**src/rtl/cog_ram_loader_if.sv**
```systemverilog
// Bundles the hub read handshake, the cog execution port and the cog RAM port
// seen by the cog RAM loader.
interface cog_ram_loader_if #(
  parameter int HUB_AW = 14
);
  logic              hub_req;
  logic [HUB_AW-1:0] hub_addr;
  logic              hub_ack;
  logic [31:0]       hub_data;

  logic              cpu_ena;
  logic              cpu_w;
  logic [8:0]        cpu_a;
  logic [31:0]       cpu_d;

  logic              ram_ena;
  logic              ram_w;
  logic [8:0]        ram_a;
  logic [31:0]       ram_d;

  modport master (
    output hub_req, hub_addr,
    input  hub_ack, hub_data,
    input  cpu_ena, cpu_w, cpu_a, cpu_d,
    output ram_ena, ram_w, ram_a, ram_d
  );

  modport slave (
    input  hub_req, hub_addr,
    output hub_ack, hub_data,
    output cpu_ena, cpu_w, cpu_a, cpu_d,
    input  ram_ena, ram_w, ram_a, ram_d
  );
endinterface

```
**src/rtl/cog_ram_loader.sv**
```systemverilog
// Owns the cog RAM during a cog (re)start: copies LOAD_COUNT hub longs into
// cog RAM 0..LOAD_COUNT-1, otherwise passes the execution port straight through.
module cog_ram_loader #(
  parameter int LOAD_COUNT = 496,
  parameter int HUB_AW     = 14
) (
  input  logic              clk,
  input  logic              nres,
  input  logic              i_start,
  input  logic [HUB_AW-1:0] i_ptr,
  output logic              o_busy,
  output logic              o_done,
  output logic              o_cpu_stall,
  cog_ram_loader_if.master  bus
);

  typedef enum logic [1:0] {
    S_IDLE  = 2'd0,
    S_REQ   = 2'd1,
    S_WRITE = 2'd2,
    S_DONE  = 2'd3
  } state_t;

  state_t            r_state;
  state_t            w_nextState;
  logic [9:0]        r_count;
  logic [HUB_AW-1:0] r_base;
  logic [31:0]       r_data;
  logic              w_lastLong;
  logic [HUB_AW-1:0] w_hubAddr;

  // count is 10 bits so a full 512-long load still reaches its terminal value
  assign w_lastLong = (r_count == 10'(LOAD_COUNT - 1));
  assign w_hubAddr  = r_base + HUB_AW'(r_count);

  always_ff @(posedge clk or negedge nres) begin
    if (!nres) begin
      r_state <= S_IDLE;
      r_count <= '0;
      r_base  <= '0;
      r_data  <= '0;
    end else begin
      r_state <= w_nextState;
      case (r_state)
        S_IDLE: begin
          if (i_start) begin
            r_base  <= i_ptr;
            r_count <= '0;
          end
        end
        S_REQ: begin
          if (bus.hub_ack) r_data <= bus.hub_data;
        end
        S_WRITE: begin
          if (!w_lastLong) r_count <= r_count + 10'd1;
        end
        default: ;
      endcase
    end
  end

  always_comb begin
    w_nextState  = r_state;
    o_busy       = 1'b1;
    o_done       = 1'b0;
    bus.hub_req  = 1'b0;
    bus.hub_addr = '0;
    bus.ram_ena  = 1'b0;
    bus.ram_w    = 1'b0;
    bus.ram_a    = '0;
    bus.ram_d    = '0;

    case (r_state)
      S_IDLE: begin
        o_busy      = 1'b0;
        bus.ram_ena = bus.cpu_ena;
        bus.ram_w   = bus.cpu_w;
        bus.ram_a   = bus.cpu_a;
        bus.ram_d   = bus.cpu_d;
        if (i_start) w_nextState = S_REQ;
      end
      S_REQ: begin
        bus.hub_req  = 1'b1;
        bus.hub_addr = w_hubAddr;
        if (bus.hub_ack) w_nextState = S_WRITE;
      end
      S_WRITE: begin
        bus.ram_ena = 1'b1;
        bus.ram_w   = 1'b1;
        bus.ram_a   = r_count[8:0];
        bus.ram_d   = r_data;
        w_nextState = w_lastLong ? S_DONE : S_REQ;
      end
      S_DONE: begin
        o_done      = 1'b1;
        w_nextState = S_IDLE;
      end
      default: w_nextState = S_IDLE;
    endcase

    o_cpu_stall = o_busy;
  end

endmodule

```
**src/flat_wrapper.sv**
```systemverilog
// flat-port wrapper written by rule: the top's interface ports become plain ports
module cog_ram_loader_flat 
#(
  parameter int LOAD_COUNT = 496,
  parameter int HUB_AW     = 14
)
  (clk, nres, i_start, i_ptr, o_busy, o_done, o_cpu_stall, bus_hub_req, bus_hub_addr, bus_hub_ack, bus_hub_data, bus_cpu_ena, bus_cpu_w, bus_cpu_a, bus_cpu_d, bus_ram_ena, bus_ram_w, bus_ram_a, bus_ram_d);
  cog_ram_loader_if #(.HUB_AW(HUB_AW)) bus_i ();
  input  logic clk;
  input  logic nres;
  input  logic i_start;
  input  logic [HUB_AW-1:0] i_ptr;
  output logic o_busy;
  output logic o_done;
  output logic o_cpu_stall;
  output wire logic [$bits(bus_i.hub_req)-1:0] bus_hub_req;
  output wire logic [$bits(bus_i.hub_addr)-1:0] bus_hub_addr;
  input wire logic [$bits(bus_i.hub_ack)-1:0] bus_hub_ack;
  input wire logic [$bits(bus_i.hub_data)-1:0] bus_hub_data;
  input wire logic [$bits(bus_i.cpu_ena)-1:0] bus_cpu_ena;
  input wire logic [$bits(bus_i.cpu_w)-1:0] bus_cpu_w;
  input wire logic [$bits(bus_i.cpu_a)-1:0] bus_cpu_a;
  input wire logic [$bits(bus_i.cpu_d)-1:0] bus_cpu_d;
  output wire logic [$bits(bus_i.ram_ena)-1:0] bus_ram_ena;
  output wire logic [$bits(bus_i.ram_w)-1:0] bus_ram_w;
  output wire logic [$bits(bus_i.ram_a)-1:0] bus_ram_a;
  output wire logic [$bits(bus_i.ram_d)-1:0] bus_ram_d;
  assign bus_hub_req = bus_i.hub_req;
  assign bus_hub_addr = bus_i.hub_addr;
  assign bus_i.hub_ack = bus_hub_ack;
  assign bus_i.hub_data = bus_hub_data;
  assign bus_i.cpu_ena = bus_cpu_ena;
  assign bus_i.cpu_w = bus_cpu_w;
  assign bus_i.cpu_a = bus_cpu_a;
  assign bus_i.cpu_d = bus_cpu_d;
  assign bus_ram_ena = bus_i.ram_ena;
  assign bus_ram_w = bus_i.ram_w;
  assign bus_ram_a = bus_i.ram_a;
  assign bus_ram_d = bus_i.ram_d;
  cog_ram_loader #(.LOAD_COUNT(LOAD_COUNT), .HUB_AW(HUB_AW)) u_core (.clk(clk), .nres(nres), .i_start(i_start), .i_ptr(i_ptr), .o_busy(o_busy), .o_done(o_done), .o_cpu_stall(o_cpu_stall), .bus(bus_i));
endmodule
```
**config.mk**
```make
export PLATFORM = sky130hd
export DESIGN_NAME = cog_ram_loader_flat
export DESIGN_NICKNAME = d
export VERILOG_FILES = /design/src/rtl/cog_ram_loader_if.sv /design/src/rtl/cog_ram_loader.sv /design/src/flat_wrapper.sv
export SDC_FILE = /design/constraint.sdc
export NUM_CORES = 1
export LEC_CHECK = 0
export CORE_MARGIN = 1.5
export CORE_UTILIZATION = 30
export DETAILED_ROUTE_END_ITERATION = 8
export GPL_TIMING_DRIVEN = 1
export PLACE_DENSITY = 0.66
export SYNTH_ARGS = -nofsm -noshare
export SYNTH_HDL_FRONTEND = slang
export SYNTH_SLANG_ARGS = --single-unit
```
**constraint.sdc**
```tcl
create_clock -name clk -period 2.8 [get_ports clk]
set_clock_uncertainty 0.05 [all_clocks]
set_input_delay 0.28 -clock clk [delete_from_list [all_inputs] [get_ports clk]]
set_output_delay 0.28 -clock clk [all_outputs]
set_load 0.02 [all_outputs]
```
### After elaboration in Yosys (flattened, before gate mapping)

Index checks and enable logic that the tools add are counted.
Widths: inputs -> output; s select.

| word-level totals | value |
|---|---|
| flip-flop bits (word level) | 58 |
| input port bits | 93 |

| operators by class | value |
|---|---|
| add/subtract/negate cells | 2 |
| equal/unequal tests | 7 |
| mux-type cells | 15 |
| reductions and logical operators | 6 |

Operators with widths:

| cell | count |
|---|---|
| $pmux 32 s2 | 1 |
| $mux 10 | 2 |
| $pmux 10 s2 | 1 |
| $pmux 9 s2 | 1 |
| $add 14x10->14 | 1 |
| $mux 14 | 1 |
| $add 10x1->10 const B | 1 |
| $eq 10x9->1 const B | 1 |
| $pmux 2 s4 | 1 |
| $mux 2 | 3 |
| $ne 2x2->1 const B | 3 |
| $reduce_and 2->1 | 3 |
| $eq 2x2->1 const B | 2 |
| $pmux 1 s2 | 2 |
| $mux 1 | 3 |
| $reduce_and 3->1 | 1 |
| $eq 2x1->1 const B | 1 |
| $logic_not 2->1 | 1 |
| $reduce_bool 2->1 | 1 |

### Logic depth before layout (Yosys ltp)

Gate-level depths: netlist of run 1.

| logic depth | value |
|---|---|
| word-level depth | 3 |
| mapped depth | 8 |
| mapped depth without buffers | 8 |

### Least setup slack after synthesis of run 1

No wires, ideal clock.

| timing path | value |
|---|---|
| path type | reg2out |
| start | register u_core.r_count[0] |
| end | output bus_hub_addr[8] |
| data arrival time | 2.108 ns |
| path slack | 0.362 ns |
| stages on the path, launching flop included | 9 |
| path buffers | 0 |
| cells stage by stage | dfrtp_1 ha_1 inv_1 fa_1 nor2b_1 o31ai_1 and2_1 o21ai_0 mux2i_1 |

| between the ends | value |
|---|---|
| cells in the longest elaborated chain, start to end | 2 |

RTL lines:

| what | line | text |
|---|---|---|
| from (decl) | cog_ram_loader.sv:26 | `logic [9:0] r_count;` |
| from (signal assigned) | cog_ram_loader.sv:55 | `if (!w_lastLong) r_count <= r_count + 10'd1;` |
| $add 14x10->14 | cog_ram_loader.sv:34 | `assign w_hubAddr = r_base + HUB_AW'(r_count);` |
| $mux 14 | cog_ram_loader.sv:73 | `case (r_state)` |
| to (decl) | flat_wrapper.sv:17 | `output wire logic [$bits(bus_i.hub_addr)-1:0] bus_hub_addr;` |

No other way between the ends.

### Worst setup path in the final report of run 1

| timing path | value |
|---|---|
| start | register u_core.r_count[0] |
| end | output bus_hub_addr[12] |

Same word-level chain as after synthesis.

==> impl_metrics.xml, run 1 <==
<?xml version="1.0" encoding="UTF-8"?>
<metrics>
  <group name="floorplanning">
    <metric name="core_region_area" unit="mm²">0.0119</metric>
    <metric name="dieHeight" unit="µm">113</metric>
    <metric name="rows" unit="">40</metric>
    <metric name="ios" unit="">154</metric>
    <metric name="fp.dieArea" unit="mm²">0.0128</metric>
    <metric name="dieWidth" unit="µm">113</metric>
    <metric name="initial_utilization" unit="%">30.6</metric>
  </group>
  <group name="critical_path">
    <metric name="cp_data_required_time" unit="ns">2.47</metric>
    <metric name="critical_path.reg2reg.startpoint" unit="">u_core.r_state[1]</metric>
    <metric name="cp-start-kind" unit="">flop</metric>
    <metric name="worst-path-max-fanout" unit="">3</metric>
    <metric name="cp_slowest_stage_delay" unit="ns">0.36</metric>
    <metric name="ff2ff_path_depth" unit="">5</metric>
    <metric name="worst_setup_path_end_kind" unit="">primary output</metric>
    <metric name="critPathMostFrequentCell" unit="">buf_4</metric>
    <metric name="critPathKind" unit="">flop to primary output</metric>
    <metric name="critical_path.cell_chain" unit="">ha_2, inv_1, fa_2, nor2b_4, o31ai_4, a21oi_2, buf_4, o211ai_1, mux2i_1, buf_4</metric>
    <metric name="crit_path_top_delay_cell" unit="">dfrtp_1</metric>
    <metric name="regToRegSetupSlack" unit="ns">0.74</metric>
    <metric name="worst_r2r_endpoint" unit="">u_core.r_data[4]</metric>
    <metric name="arrival" unit="ns">2.29</metric>
  </group>
  <group name="yosys">
    <metric name="synthesis.area_per_instance" unit="µm²">10.2</metric>
    <metric name="postSynth.topFlopCell" unit="">dfrtp_1</metric>
    <metric name="ys_seq_area_share" unit="%">39.8</metric>
    <metric name="synth_common_cells" unit="">nor2_1, dfrtp_1, mux2_2, mux2i_1, nand2_1</metric>
    <metric name="syn-instance-count" unit="">357</metric>
    <metric name="netlist_cell_types" unit="">49</metric>
    <metric name="syn_area" unit="mm²">0.00364</metric>
    <metric name="synth.ff_latch_count" unit="">58</metric>
    <metric name="warnings_synthesis" unit="">0</metric>
    <metric name="yosys.area.top_type_share" unit="%">39.8</metric>
    <metric name="synthTopCellsByArea" unit="">dfrtp_1, mux2_2, mux2i_1, nor2_1, ha_1</metric>
    <metric name="synth-async-reset-ratio" unit="%">100</metric>
    <metric name="post-synth-top-area-cell" unit="">dfrtp_1</metric>
    <metric name="synth_edf_count" unit="">0</metric>
    <metric name="yosys.cell_count.top_type" unit="">nor2_1</metric>
    <metric name="nets_in_the_synthesized_netlist" unit="">462</metric>
  </group>
  <group name="timing">
    <metric name="rsz0062_at_grt" unit="">yes</metric>
    <metric name="max_slew.worst_pin.slew" unit="ns">0.779</metric>
    <metric name="slew_viol_final" unit="">0</metric>
    <metric name="max_slew_margin" unit="%">47.9</metric>
    <metric name="fmax" unit="GHz">0.382</metric>
    <metric name="fin_tns_setup" unit="ns">0</metric>
    <metric name="min_period" unit="ns">2.62</metric>
    <metric name="finalWorstSetupSlack" unit="ns">0.184</metric>
    <metric name="final_hold_viol_count" unit="">0</metric>
    <metric name="layout_worst_path_cycle_share" unit="%">93.4</metric>
    <metric name="setup-violations-final" unit="">0</metric>
  </group>
  <group name="clock_tree">
    <metric name="tritoncts" unit="">done</metric>
    <metric name="clk_pin_slew_worst_paths" unit="ns">0.06</metric>
    <metric name="cts_root_buf" unit="">clkbuf_16</metric>
    <metric name="worstSkewPairLatency" unit="ns">0.32</metric>
    <metric name="cts_inserted_buffers" unit="">9</metric>
    <metric name="cts_num_sinks" unit="">58</metric>
    <metric name="cts-htree-levels" unit="">3</metric>
    <metric name="cts_max_path_buffers" unit="">2</metric>
  </group>
  <group name="place">
    <metric name="dp_hpwl" unit="mm">7.49</metric>
    <metric name="dp_worst_setup_slack" unit="ns">0.0228</metric>
    <metric name="gp_routability_congestion" unit="">0.866</metric>
    <metric name="count_of_input_and_output_buffers" unit="">153</metric>
  </group>
  <group name="global_routing">
    <metric name="number_of_antenna_violations_at_the_first_check_in_global_routing" unit="">0</metric>
    <metric name="first_global_vias" unit="">3344</metric>
    <metric name="first_pass_grt_wire_length" unit="mm">16.3</metric>
    <metric name="leftover_overflow_at_the_end_of_global_routing" unit="">0</metric>
    <metric name="grtUsageTotal" unit="%">16.0</metric>
    <metric name="grt_start_max_net_pins" unit="">59</metric>
  </group>
  <group name="route">
    <metric name="detail_route.iter0.violations" unit="">115</metric>
    <metric name="num_vias" unit="">3222</metric>
    <metric name="detailedRoute.firstPassIterationCount" unit="">4</metric>
    <metric name="via_per_inst" unit="">4.79</metric>
    <metric name="wire_per_inst" unit="µm">14.8</metric>
    <metric name="drc" unit="">0</metric>
    <metric name="antenna_left" unit="">0</metric>
    <metric name="routed_wl" unit="mm">9.98</metric>
  </group>
  <group name="pwr">
    <metric name="total_leakage_power" unit="nW">2.38</metric>
    <metric name="seq_power_share" unit="%">25.4</metric>
    <metric name="p_int" unit="W">0.00354</metric>
    <metric name="pwr_density_cell" unit="mW/mm²">992</metric>
    <metric name="clkPwrFrac" unit="%">20.4</metric>
    <metric name="share_comb_of_total_power" unit="%">54.2</metric>
    <metric name="switching_power_summed_over_all_nets" unit="W">0.00218</metric>
    <metric name="p_sw_share" unit="%">38.1</metric>
    <metric name="vdd.ir_drop.worst" unit="mV">0.468</metric>
  </group>
  <group name="finish">
    <metric name="antenna-diode-count" unit="">0</metric>
    <metric name="synthToLayoutAreaGrowth" unit="%">58.2</metric>
    <metric name="drive_above_1_share" unit="%">21.3</metric>
    <metric name="nets" unit="">627</metric>
  </group>
  <group name="outcome">
    <metric name="run_status" unit="">finished clean</metric>
  </group>
  <group name="job">
    <metric name="drv.max_cap_violation_count" unit="">0</metric>
  </group>
  <group name="min_path">
    <metric name="timing.hold.worst.class" unit="">primary input to async pin</metric>
  </group>
</metrics>
[cell type report]
| cell class | count | area, µm² |
|---|---|---|
| Timing Repair Buffer | 174 | 1680 |
| Sequential cell | 58 | 1450 |
| Tap cell | 147 | 184 |
| Inverter | 10 | 37.5 |
| Clock buffer | 14 | 294 |
| Clock inverter | 1 | 30.0 |
| Fill cell | 1128 | 6150 |
| Multi-Input combinational cell | 269 | 2090 |
[flip-flops by register name, summed over array words and instances, names as in the netlist]
register	flops
u_core.r_base	14
u_core.r_data	32
u_core.r_count	10
u_core.r_state	2
[cells by family after synthesis]
| group | after synthesis | synth area share [%] |
|---|---|---|
| XOR/XNOR | 11 | 2.64 |
| adder cells (fa/ha/maj) | 12 | 4.33 |
| multiplexers | 89 | 26.0 |
| flip-flops | 58 | 39.8 |
| AND/OR/NAND/NOR | 111 | 14.2 |
| AO/OA/AOI/OAI | 46 | 9.10 |
| buffers and inverters | 30 | 3.88 |
[critical path, delay by kind of cell (launching register included)]
family | cells | cell delay (ns)
flops | 1 | 0.36
mux | 1 | 0.18
compound gates | 3 | 0.36
simple gates | 1 | 0.16
buf+inv | 3 | 0.35
fa+ha+maj | 2 | 0.55
[worst max-delay path by stage]
stage / start / endpoint / slack (ns) / cells after the start
after floorplan: u_core.r_count[0] / bus_hub_addr[8] / 0.36 / 8
after global placement: u_core.r_base[0] / bus_hub_addr[8] / 0.08 / 9
after detailed placement: u_core.r_count[0] / bus_hub_addr[8] / 0.02 / 9
after CTS: u_core.r_count[0] / bus_hub_addr[12] / 0.006 / 10
after global routing: u_core.r_count[0] / bus_hub_addr[12] / 0.001 / 10
final: u_core.r_count[0] / bus_hub_addr[12] / 0.18 / 10
[placed cells by master, fill, tap and decap left out, types with 9 or more instances in the layout]
cell type / count
a21oi_1: 11
buf_4: 19
clkbuf_16: 9
clkdlybuf4s50_1: 142
dfrtp_1: 57
inv_1: 9
mux2_2: 46
mux2i_1: 43
nand2_1: 14
nor2_1: 62
o21ai_0: 10
[metal layers]
layer	vias up	part of all wire [%]	track usage, %
li1	1588	-	-
met1	1499	45	20.0
met2	126	47	26.6
met3	9	7.8	5.03
met4	0	1.1	4.42
met5	-	0	0
[power groups by stage]
stage          Combinational, W  Clock [W]  Sequential (W)
2_1_floorplan           0.00195          0         0.00138
3_3_place_gp            0.00310          0         0.00145
3_5_place_dp            0.00314          0         0.00146
4_1_cts                 0.00311    0.00119         0.00145
5_1_grt                 0.00336    0.00123         0.00151
6_report                0.00310    0.00117         0.00145
[through the flow]
| step | total power (W) | hold slack [ns] | cell area, µm² | util [%] | instances |
|---|---|---|---|---|---|
| after floorplan | 0.00333 | -0.0656 | 3640 | - | 357 |
| after global placement | 0.00455 | 0.260 | 5420 | 45.5 | 656 |
| after detailed placement | 0.00459 | 0.254 | 5420 | 45.5 | 656 |
| after CTS | 0.00576 | 0.441 | 5760 | 48.3 | 673 |
| after global routing | 0.00610 | 0.467 | 5770 | 48.4 | 673 |
| final | 0.00572 | 0.428 | 5770 | 48.4 | 673 |
[what timing repair did]
item | CTS | global route
hold buffers | 1 | 0
pin swaps | 1 | 3
gates resized for setup | 20 | 20
hold endpoints to repair | 58 | 0
buffers inserted | 1 | 0
setup endpoints to repair | 9 | 8
No activity file was read; power rests on OpenSTA's default activity.
==> run 2: changes to the inputs <==
--- a/config.mk
+++ b/config.mk
@@ -10,6 +10,7 @@
 export DETAILED_ROUTE_END_ITERATION = 8
 export GPL_TIMING_DRIVEN = 1
 export PLACE_DENSITY = 0.66
+export SETUP_SLACK_MARGIN = 0.1
 export SYNTH_ARGS = -nofsm -noshare
 export SYNTH_HDL_FRONTEND = slang
 export SYNTH_SLANG_ARGS = --single-unit
==> impl_metrics.xml, run 2 (synthesized netlist as in run 1, its figures left out) <==
<?xml version="1.0" encoding="UTF-8"?>
<metrics>
  <group name="outcome">
    <metric name="run_status" unit="">finished clean</metric>
  </group>
  <group name="clock_tree">
    <metric name="cts_num_sinks" unit="">58</metric>
    <metric name="clk_pin_slew_worst_paths" unit="ns">0.05</metric>
    <metric name="tritoncts" unit="">done</metric>
    <metric name="cts-htree-levels" unit="">3</metric>
    <metric name="cts_max_path_buffers" unit="">2</metric>
    <metric name="worstSkewPairLatency" unit="ns">0.32</metric>
    <metric name="cts_inserted_buffers" unit="">9</metric>
    <metric name="cts_root_buf" unit="">clkbuf_16</metric>
  </group>
  <group name="critical_path">
    <metric name="cp_slowest_stage_delay" unit="ns">0.36</metric>
    <metric name="worst-path-max-fanout" unit="">3</metric>
    <metric name="regToRegSetupSlack" unit="ns">0.74</metric>
    <metric name="critical_path.cell_chain" unit="">ha_2, inv_1, fa_2, nor2b_4, o31ai_4, a21oi_2, buf_4, o211ai_1, mux2i_1, buf_4</metric>
    <metric name="cp_data_required_time" unit="ns">2.47</metric>
    <metric name="arrival" unit="ns">2.28</metric>
    <metric name="worst_setup_path_end_kind" unit="">primary output</metric>
    <metric name="crit_path_top_delay_cell" unit="">dfrtp_1</metric>
    <metric name="critPathKind" unit="">flop to primary output</metric>
    <metric name="top_delay_family_on_crit_path" unit="">adder cells</metric>
    <metric name="cp-start-kind" unit="">flop</metric>
    <metric name="critPathMostFrequentCell" unit="">buf_4</metric>
    <metric name="ff2ff_path_depth" unit="">5</metric>
    <metric name="crit_cells" unit="">10</metric>
    <metric name="path_buf_inv" unit="">3</metric>
  </group>
  <group name="finish">
    <metric name="finish.utilization" unit="%">48.7</metric>
    <metric name="antenna-diode-count" unit="">0</metric>
    <metric name="drive_above_1_share" unit="%">22.0</metric>
    <metric name="max_flop_register" unit="">u_core.r_data</metric>
    <metric name="layout_commonest_cell" unit="">clkdlybuf4s50_1</metric>
    <metric name="highest_count_cells_in_the_layout_ignoring_fill_and_taps" unit="">clkdlybuf4s50_1, nor2_1, dfrtp_1</metric>
    <metric name="nets" unit="">628</metric>
    <metric name="largest_register_ffs" unit="">32</metric>
    <metric name="post-route-cell-area" unit="mm²">0.00580</metric>
    <metric name="synthToLayoutAreaGrowth" unit="%">59.2</metric>
    <metric name="largest_registers" unit="">u_core.r_data: 32 flops, u_core.r_base: 14 flops, u_core.r_count: 10 flops</metric>
  </group>
  <group name="timing">
    <metric name="hold-worst-slack" unit="ns">0.431</metric>
    <metric name="layout_worst_path_cycle_share" unit="%">93.3</metric>
    <metric name="rsz0062_at_grt" unit="">yes</metric>
    <metric name="max_slew.worst_pin.slew" unit="ns">0.779</metric>
    <metric name="fmax" unit="GHz">0.383</metric>
    <metric name="max_slew_margin" unit="%">47.9</metric>
    <metric name="min_period" unit="ns">2.61</metric>
    <metric name="setup-violations-final" unit="">0</metric>
    <metric name="finalWorstSetupSlack" unit="ns">0.187</metric>
    <metric name="slew_viol_final" unit="">0</metric>
    <metric name="final_hold_viol_count" unit="">0</metric>
  </group>
  <group name="floorplanning">
    <metric name="rows" unit="">40</metric>
    <metric name="fp.dieArea" unit="mm²">0.0128</metric>
    <metric name="dieWidth" unit="µm">113</metric>
    <metric name="initial_utilization" unit="%">30.6</metric>
    <metric name="core_region_area" unit="mm²">0.0119</metric>
    <metric name="dieHeight" unit="µm">113</metric>
    <metric name="ios" unit="">154</metric>
  </group>
  <group name="route">
    <metric name="antenna_left" unit="">0</metric>
    <metric name="detailedRoute.firstPassIterationCount" unit="">4</metric>
    <metric name="via_per_inst" unit="">4.81</metric>
    <metric name="wire_per_inst" unit="µm">14.9</metric>
    <metric name="routed_wl" unit="mm">10.0</metric>
    <metric name="detail_route.iter0.violations" unit="">98</metric>
    <metric name="num_vias" unit="">3241</metric>
    <metric name="drc" unit="">0</metric>
  </group>
  <group name="job">
    <metric name="drv.max_cap_violation_count" unit="">0</metric>
  </group>
  <group name="global_routing">
    <metric name="grt_start_max_net_pins" unit="">59</metric>
    <metric name="first_global_vias" unit="">3341</metric>
    <metric name="number_of_antenna_violations_at_the_first_check_in_global_routing" unit="">0</metric>
    <metric name="leftover_overflow_at_the_end_of_global_routing" unit="">0</metric>
    <metric name="first_pass_grt_wire_length" unit="mm">16.4</metric>
    <metric name="grtUsageTotal" unit="%">16.0</metric>
  </group>
  <group name="place">
    <metric name="gp_routability_congestion" unit="">0.866</metric>
    <metric name="count_of_input_and_output_buffers" unit="">153</metric>
    <metric name="placedInstanceArea" unit="mm²">0.00542</metric>
    <metric name="dp_worst_setup_slack" unit="ns">0.0228</metric>
    <metric name="dp_hpwl" unit="mm">7.49</metric>
  </group>
  <group name="pwr">
    <metric name="total_leakage_power" unit="nW">2.38</metric>
    <metric name="vdd.ir_drop.worst" unit="mV">0.468</metric>
    <metric name="pwr_density_cell" unit="mW/mm²">995</metric>
  </group>
  <group name="min_path">
    <metric name="timing.hold.worst.class" unit="">primary input to async pin</metric>
  </group>
</metrics>
==> run 2: cell types whose count changed in the layout (fill, tap and decap cells not counted), sizes merged <==
cell | previous run | this run
buf | 24 | 26
clkbuf | 18 | 16
clkdlybuf4s15 | 0 | 1
==> run 2: final timing paths <==
kind	startpoint	to
max in group asynchronous	nres	u_core.r_state[1]
min reg2reg	u_core.r_data[31]	u_core.r_data[31]
min in group clk	u_core.r_data[31]	u_core.r_data[31]
min	nres	u_core.r_base[5]
max	u_core.r_count[0]	bus_hub_addr[12]
max reg2reg	u_core.r_state[1]	u_core.r_data[4]
==> run 2: timing repair <==
item / 4_1_cts / 5_1_grt
gates cloned: 0 / 0
buffers inserted: 1 / 1
pin swaps: 2 / 5
hold buffers: 1 / 0
setup endpoints to repair: 10 / 8
gates resized for setup: 31 / 14
endpoints found under the hold margin: 58 / 0
==> run 2: worst register-to-register path, cell delays in order (launching register included) <==
cell,delay (ns)
dfrtp_2,0.42
inv_1,0.13
nand2_1,0.16
inv_2,0.22
nand2_2,0.48
mux2_2,0.48
==> run 2: where the power goes <==
part	internal, W	total (W)	leakage [nW]	switching [W]
clock network	0.000804	0.00117	0.161	0.000362
logic	0.00157	0.00315	1.51	0.00158
registers	0.00121	0.00146	0.702	0.000248
total	0.00358	0.00577	2.38	0.00219
==> run 2: cell type report <==
cell class | count | area [µm²]
flip-flops and latches | 58 | 1450
repair buffers | 175 | 1690
clock buffers | 14 | 294
clock inverters | 1 | 30.0
multi-input cells | 269 | 2110
inverters | 10 | 37.5
well taps | 147 | 184
fillers | 1121 | 6110
==> run 2: metrics by stage <==
stage	TNS, ns	cells	power, W
after floorplan	0	357	0.00333
after detailed placement	0	656	0.00459
after CTS	0	673	0.00578
after global routing	-0.000219	674	0.00615
after global placement	0	656	0.00455
final	0	674	0.00577
==> run 2: per-layer routing <==
| metal | GRT usage (%) | vias to the layer above | share of wire [%] |
|---|---|---|---|
| li1 | - | 1591 | - |
| met1 | 20.2 | 1510 | 45 |
| met2 | 26.6 | 131 | 47 |
| met3 | 4.98 | 9 | 7.6 |
| met4 | 4.42 | 0 | 1.0 |
| met5 | 0 | - | 0 |
==> run 3: changes to the inputs <==
==> constraint.sdc (replaced) <==
create_clock -name clk -period 2.8 [get_ports clk]
set_clock_uncertainty 0.05 [all_clocks]
set_input_delay 0.28 -clock clk [delete_from_list [all_inputs] [get_ports clk]]
set_output_delay 0.28 -clock clk [all_outputs]
set_load 0.005 [all_outputs]
==> impl_metrics.xml, run 3 (synthesized netlist as in run 1, its figures left out) <==
<?xml version="1.0" encoding="UTF-8"?>
<metrics>
  <group name="clock_tree">
    <metric name="tritoncts" unit="">done</metric>
    <metric name="worstSkewPairLatency" unit="ns">0.32</metric>
    <metric name="cts_max_path_buffers" unit="">2</metric>
    <metric name="cts-htree-levels" unit="">3</metric>
    <metric name="clk_pin_slew_worst_paths" unit="ns">0.05</metric>
    <metric name="cts_root_buf" unit="">clkbuf_16</metric>
    <metric name="cts_inserted_buffers" unit="">9</metric>
    <metric name="cts_num_sinks" unit="">58</metric>
  </group>
  <group name="route">
    <metric name="routed_wl" unit="mm">10.6</metric>
    <metric name="met1Wirelength" unit="mm">4.60</metric>
    <metric name="num_vias" unit="">3315</metric>
    <metric name="detail_route.iter0.violations" unit="">146</metric>
    <metric name="antenna_left" unit="">0</metric>
    <metric name="drc" unit="">0</metric>
    <metric name="met3RoutedLength" unit="µm">744</metric>
    <metric name="detailedRoute.firstPassIterationCount" unit="">4</metric>
    <metric name="dr.max_layer_used" unit="">met4</metric>
    <metric name="met2_routed_wl" unit="mm">5.08</metric>
    <metric name="via_per_inst" unit="">4.83</metric>
    <metric name="wire_per_inst" unit="µm">15.5</metric>
  </group>
  <group name="timing">
    <metric name="max_slew.worst_pin.slew" unit="ns">0.760</metric>
    <metric name="layout_worst_path_cycle_share" unit="%">94.9</metric>
    <metric name="slew_viol_final" unit="">0</metric>
    <metric name="finalWorstSetupSlack" unit="ns">0.144</metric>
    <metric name="hold-worst-slack" unit="ns">0.435</metric>
    <metric name="fmax" unit="GHz">0.376</metric>
    <metric name="min_period" unit="ns">2.66</metric>
    <metric name="setup-violations-final" unit="">0</metric>
    <metric name="final_hold_viol_count" unit="">0</metric>
    <metric name="max_slew_margin" unit="%">49.2</metric>
    <metric name="rsz0062_at_grt" unit="">yes</metric>
    <metric name="fin_tns_setup" unit="ns">0</metric>
  </group>
  <group name="min_path">
    <metric name="timing.hold.worst.class" unit="">primary input to async pin</metric>
  </group>
  <group name="critical_path">
    <metric name="ff2ff_path_depth" unit="">5</metric>
    <metric name="worst_setup_path_end_kind" unit="">primary output</metric>
    <metric name="critPathKind" unit="">flop to primary output</metric>
    <metric name="critPathCapture" unit="">bus_hub_addr[7]</metric>
    <metric name="regToRegSetupSlack" unit="ns">0.73</metric>
    <metric name="worst_r2r_endpoint" unit="">u_core.r_data[1]</metric>
    <metric name="cp-start-kind" unit="">flop</metric>
    <metric name="cp_data_required_time" unit="ns">2.47</metric>
    <metric name="worst-path-max-fanout" unit="">4</metric>
    <metric name="arrival" unit="ns">2.33</metric>
    <metric name="critical_path.reg2reg.startpoint" unit="">u_core.r_state[1]</metric>
    <metric name="crit_path_start" unit="">u_core.r_count[0]</metric>
  </group>
  <group name="floorplanning">
    <metric name="core_region_area" unit="mm²">0.0119</metric>
    <metric name="fp.dieArea" unit="mm²">0.0128</metric>
    <metric name="initial_utilization" unit="%">30.6</metric>
    <metric name="dieWidth" unit="µm">113</metric>
    <metric name="rows" unit="">40</metric>
    <metric name="dieHeight" unit="µm">113</metric>
    <metric name="ios" unit="">154</metric>
  </group>
  <group name="finish">
    <metric name="nets" unit="">639</metric>
    <metric name="layout_commonest_cell" unit="">clkdlybuf4s50_1</metric>
    <metric name="final-instance-count-excl-fill" unit="">686</metric>
    <metric name="drive_above_1_share" unit="%">26.0</metric>
    <metric name="synthToLayoutAreaGrowth" unit="%">65.6</metric>
    <metric name="largest_register_ffs" unit="">32</metric>
    <metric name="antenna-diode-count" unit="">0</metric>
    <metric name="largest_registers" unit="">u_core.r_data: 32 flops, u_core.r_base: 14 flops, u_core.r_count: 10 flops</metric>
    <metric name="max_flop_register" unit="">u_core.r_data</metric>
    <metric name="highest_count_cells_in_the_layout_ignoring_fill_and_taps" unit="">clkdlybuf4s50_1, nor2_1, dfrtp_1</metric>
  </group>
  <group name="global_routing">
    <metric name="grtUsageTotal" unit="%">16.5</metric>
    <metric name="number_of_antenna_violations_at_the_first_check_in_global_routing" unit="">0</metric>
    <metric name="first_pass_grt_wire_length" unit="mm">16.8</metric>
    <metric name="grt_start_max_net_pins" unit="">49</metric>
    <metric name="leftover_overflow_at_the_end_of_global_routing" unit="">0</metric>
    <metric name="first_global_vias" unit="">3460</metric>
  </group>
  <group name="place">
    <metric name="gp_routability_congestion" unit="">0.849</metric>
    <metric name="place_inst" unit="">654</metric>
    <metric name="dp_worst_setup_slack" unit="ns">0.0810</metric>
    <metric name="count_of_input_and_output_buffers" unit="">153</metric>
    <metric name="dp_hpwl" unit="mm">7.46</metric>
  </group>
  <group name="pwr">
    <metric name="design_power_total" unit="W">0.00559</metric>
    <metric name="vdd.ir_drop.worst" unit="mV">0.357</metric>
    <metric name="total_leakage_power" unit="nW">2.49</metric>
    <metric name="pwr_density_cell" unit="mW/mm²">926</metric>
  </group>
  <group name="job">
    <metric name="drv.max_cap_violation_count" unit="">0</metric>
  </group>
  <group name="outcome">
    <metric name="run_status" unit="">finished clean</metric>
  </group>
</metrics>
[run 3: cell types whose count changed in the layout (fill, tap and decap cells not counted), moves of 4 or more]
cell,before,now
ha_1,6,2
dlymetal6s2s_1,0,4
ha_4,1,8
a21oi_1,11,7
buf_4,21,30
clkbuf_8,5,1
[run 3: power breakdown]
group	switching, W	total [W]	leakage (nW)	internal (W)
registers	0.000277	0.00149	0.701	0.00121
clock network	0.000376	0.00117	0.156	0.000799
logic	0.00123	0.00292	1.63	0.00170
[run 3: worst min-delay path by stage]
stage                             end  slack [ns]
finish               u_core.r_base[3]        0.44
global placement     u_core.r_base[3]        0.25
detailed placement   u_core.r_base[5]        0.25
CTS                  u_core.r_base[3]        0.44
floorplan            u_core.r_base[0]       -0.07
global route        u_core.r_data[11]        0.47
[run 3: repair_timing]
item                                   CTS  global route
buffers inserted                         6             9
setup endpoints to repair                9            10
endpoints found under the hold margin   21             0
resized for setup                       33            27
hold buffers                             1             0
pin swaps                               12            17
[run 3: critical path: stages (launching register included)]
cell	delay [ns]
dfrtp_1	0.39
ha_2	0.19
buf_4	0.14
a211oi_4	0.29
buf_4	0.19
o21bai_4	0.07
a2111oi_4	0.37
or4_1	0.18
nand2_1	0.07
clkbuf_2	0.12
[run 3: area by class of cell]
class,count,area (µm²)
fill,1054,5880
multi-input combinational,269,2250
inverter,10,37.5
clock buffer,11,243
sequential,58,1450
tap,147,184
timing repair buffer,186,1790
clock inverter,5,77.6
[run 3: routing by layer]
| layer | vias to the layer above | GRT usage (%) |
|---|---|---|
| met1 | 1561 | 20.4 |
| met5 | - | 0 |
| met3 | 19 | 4.66 |
| li1 | 1601 | - |
| met2 | 134 | 27.4 |
| met4 | 0 | 6.42 |
[run 3: metrics by stage]
| stage | instance area [µm²] | utilization, % |
|---|---|---|
| finish | 6030 | 50.7 |
| global route | 6030 | 50.7 |
| CTS | 5900 | 49.5 |
| detailed placement | 5400 | 45.4 |
| global placement | 5400 | 45.4 |
| floorplan | 3640 | - |
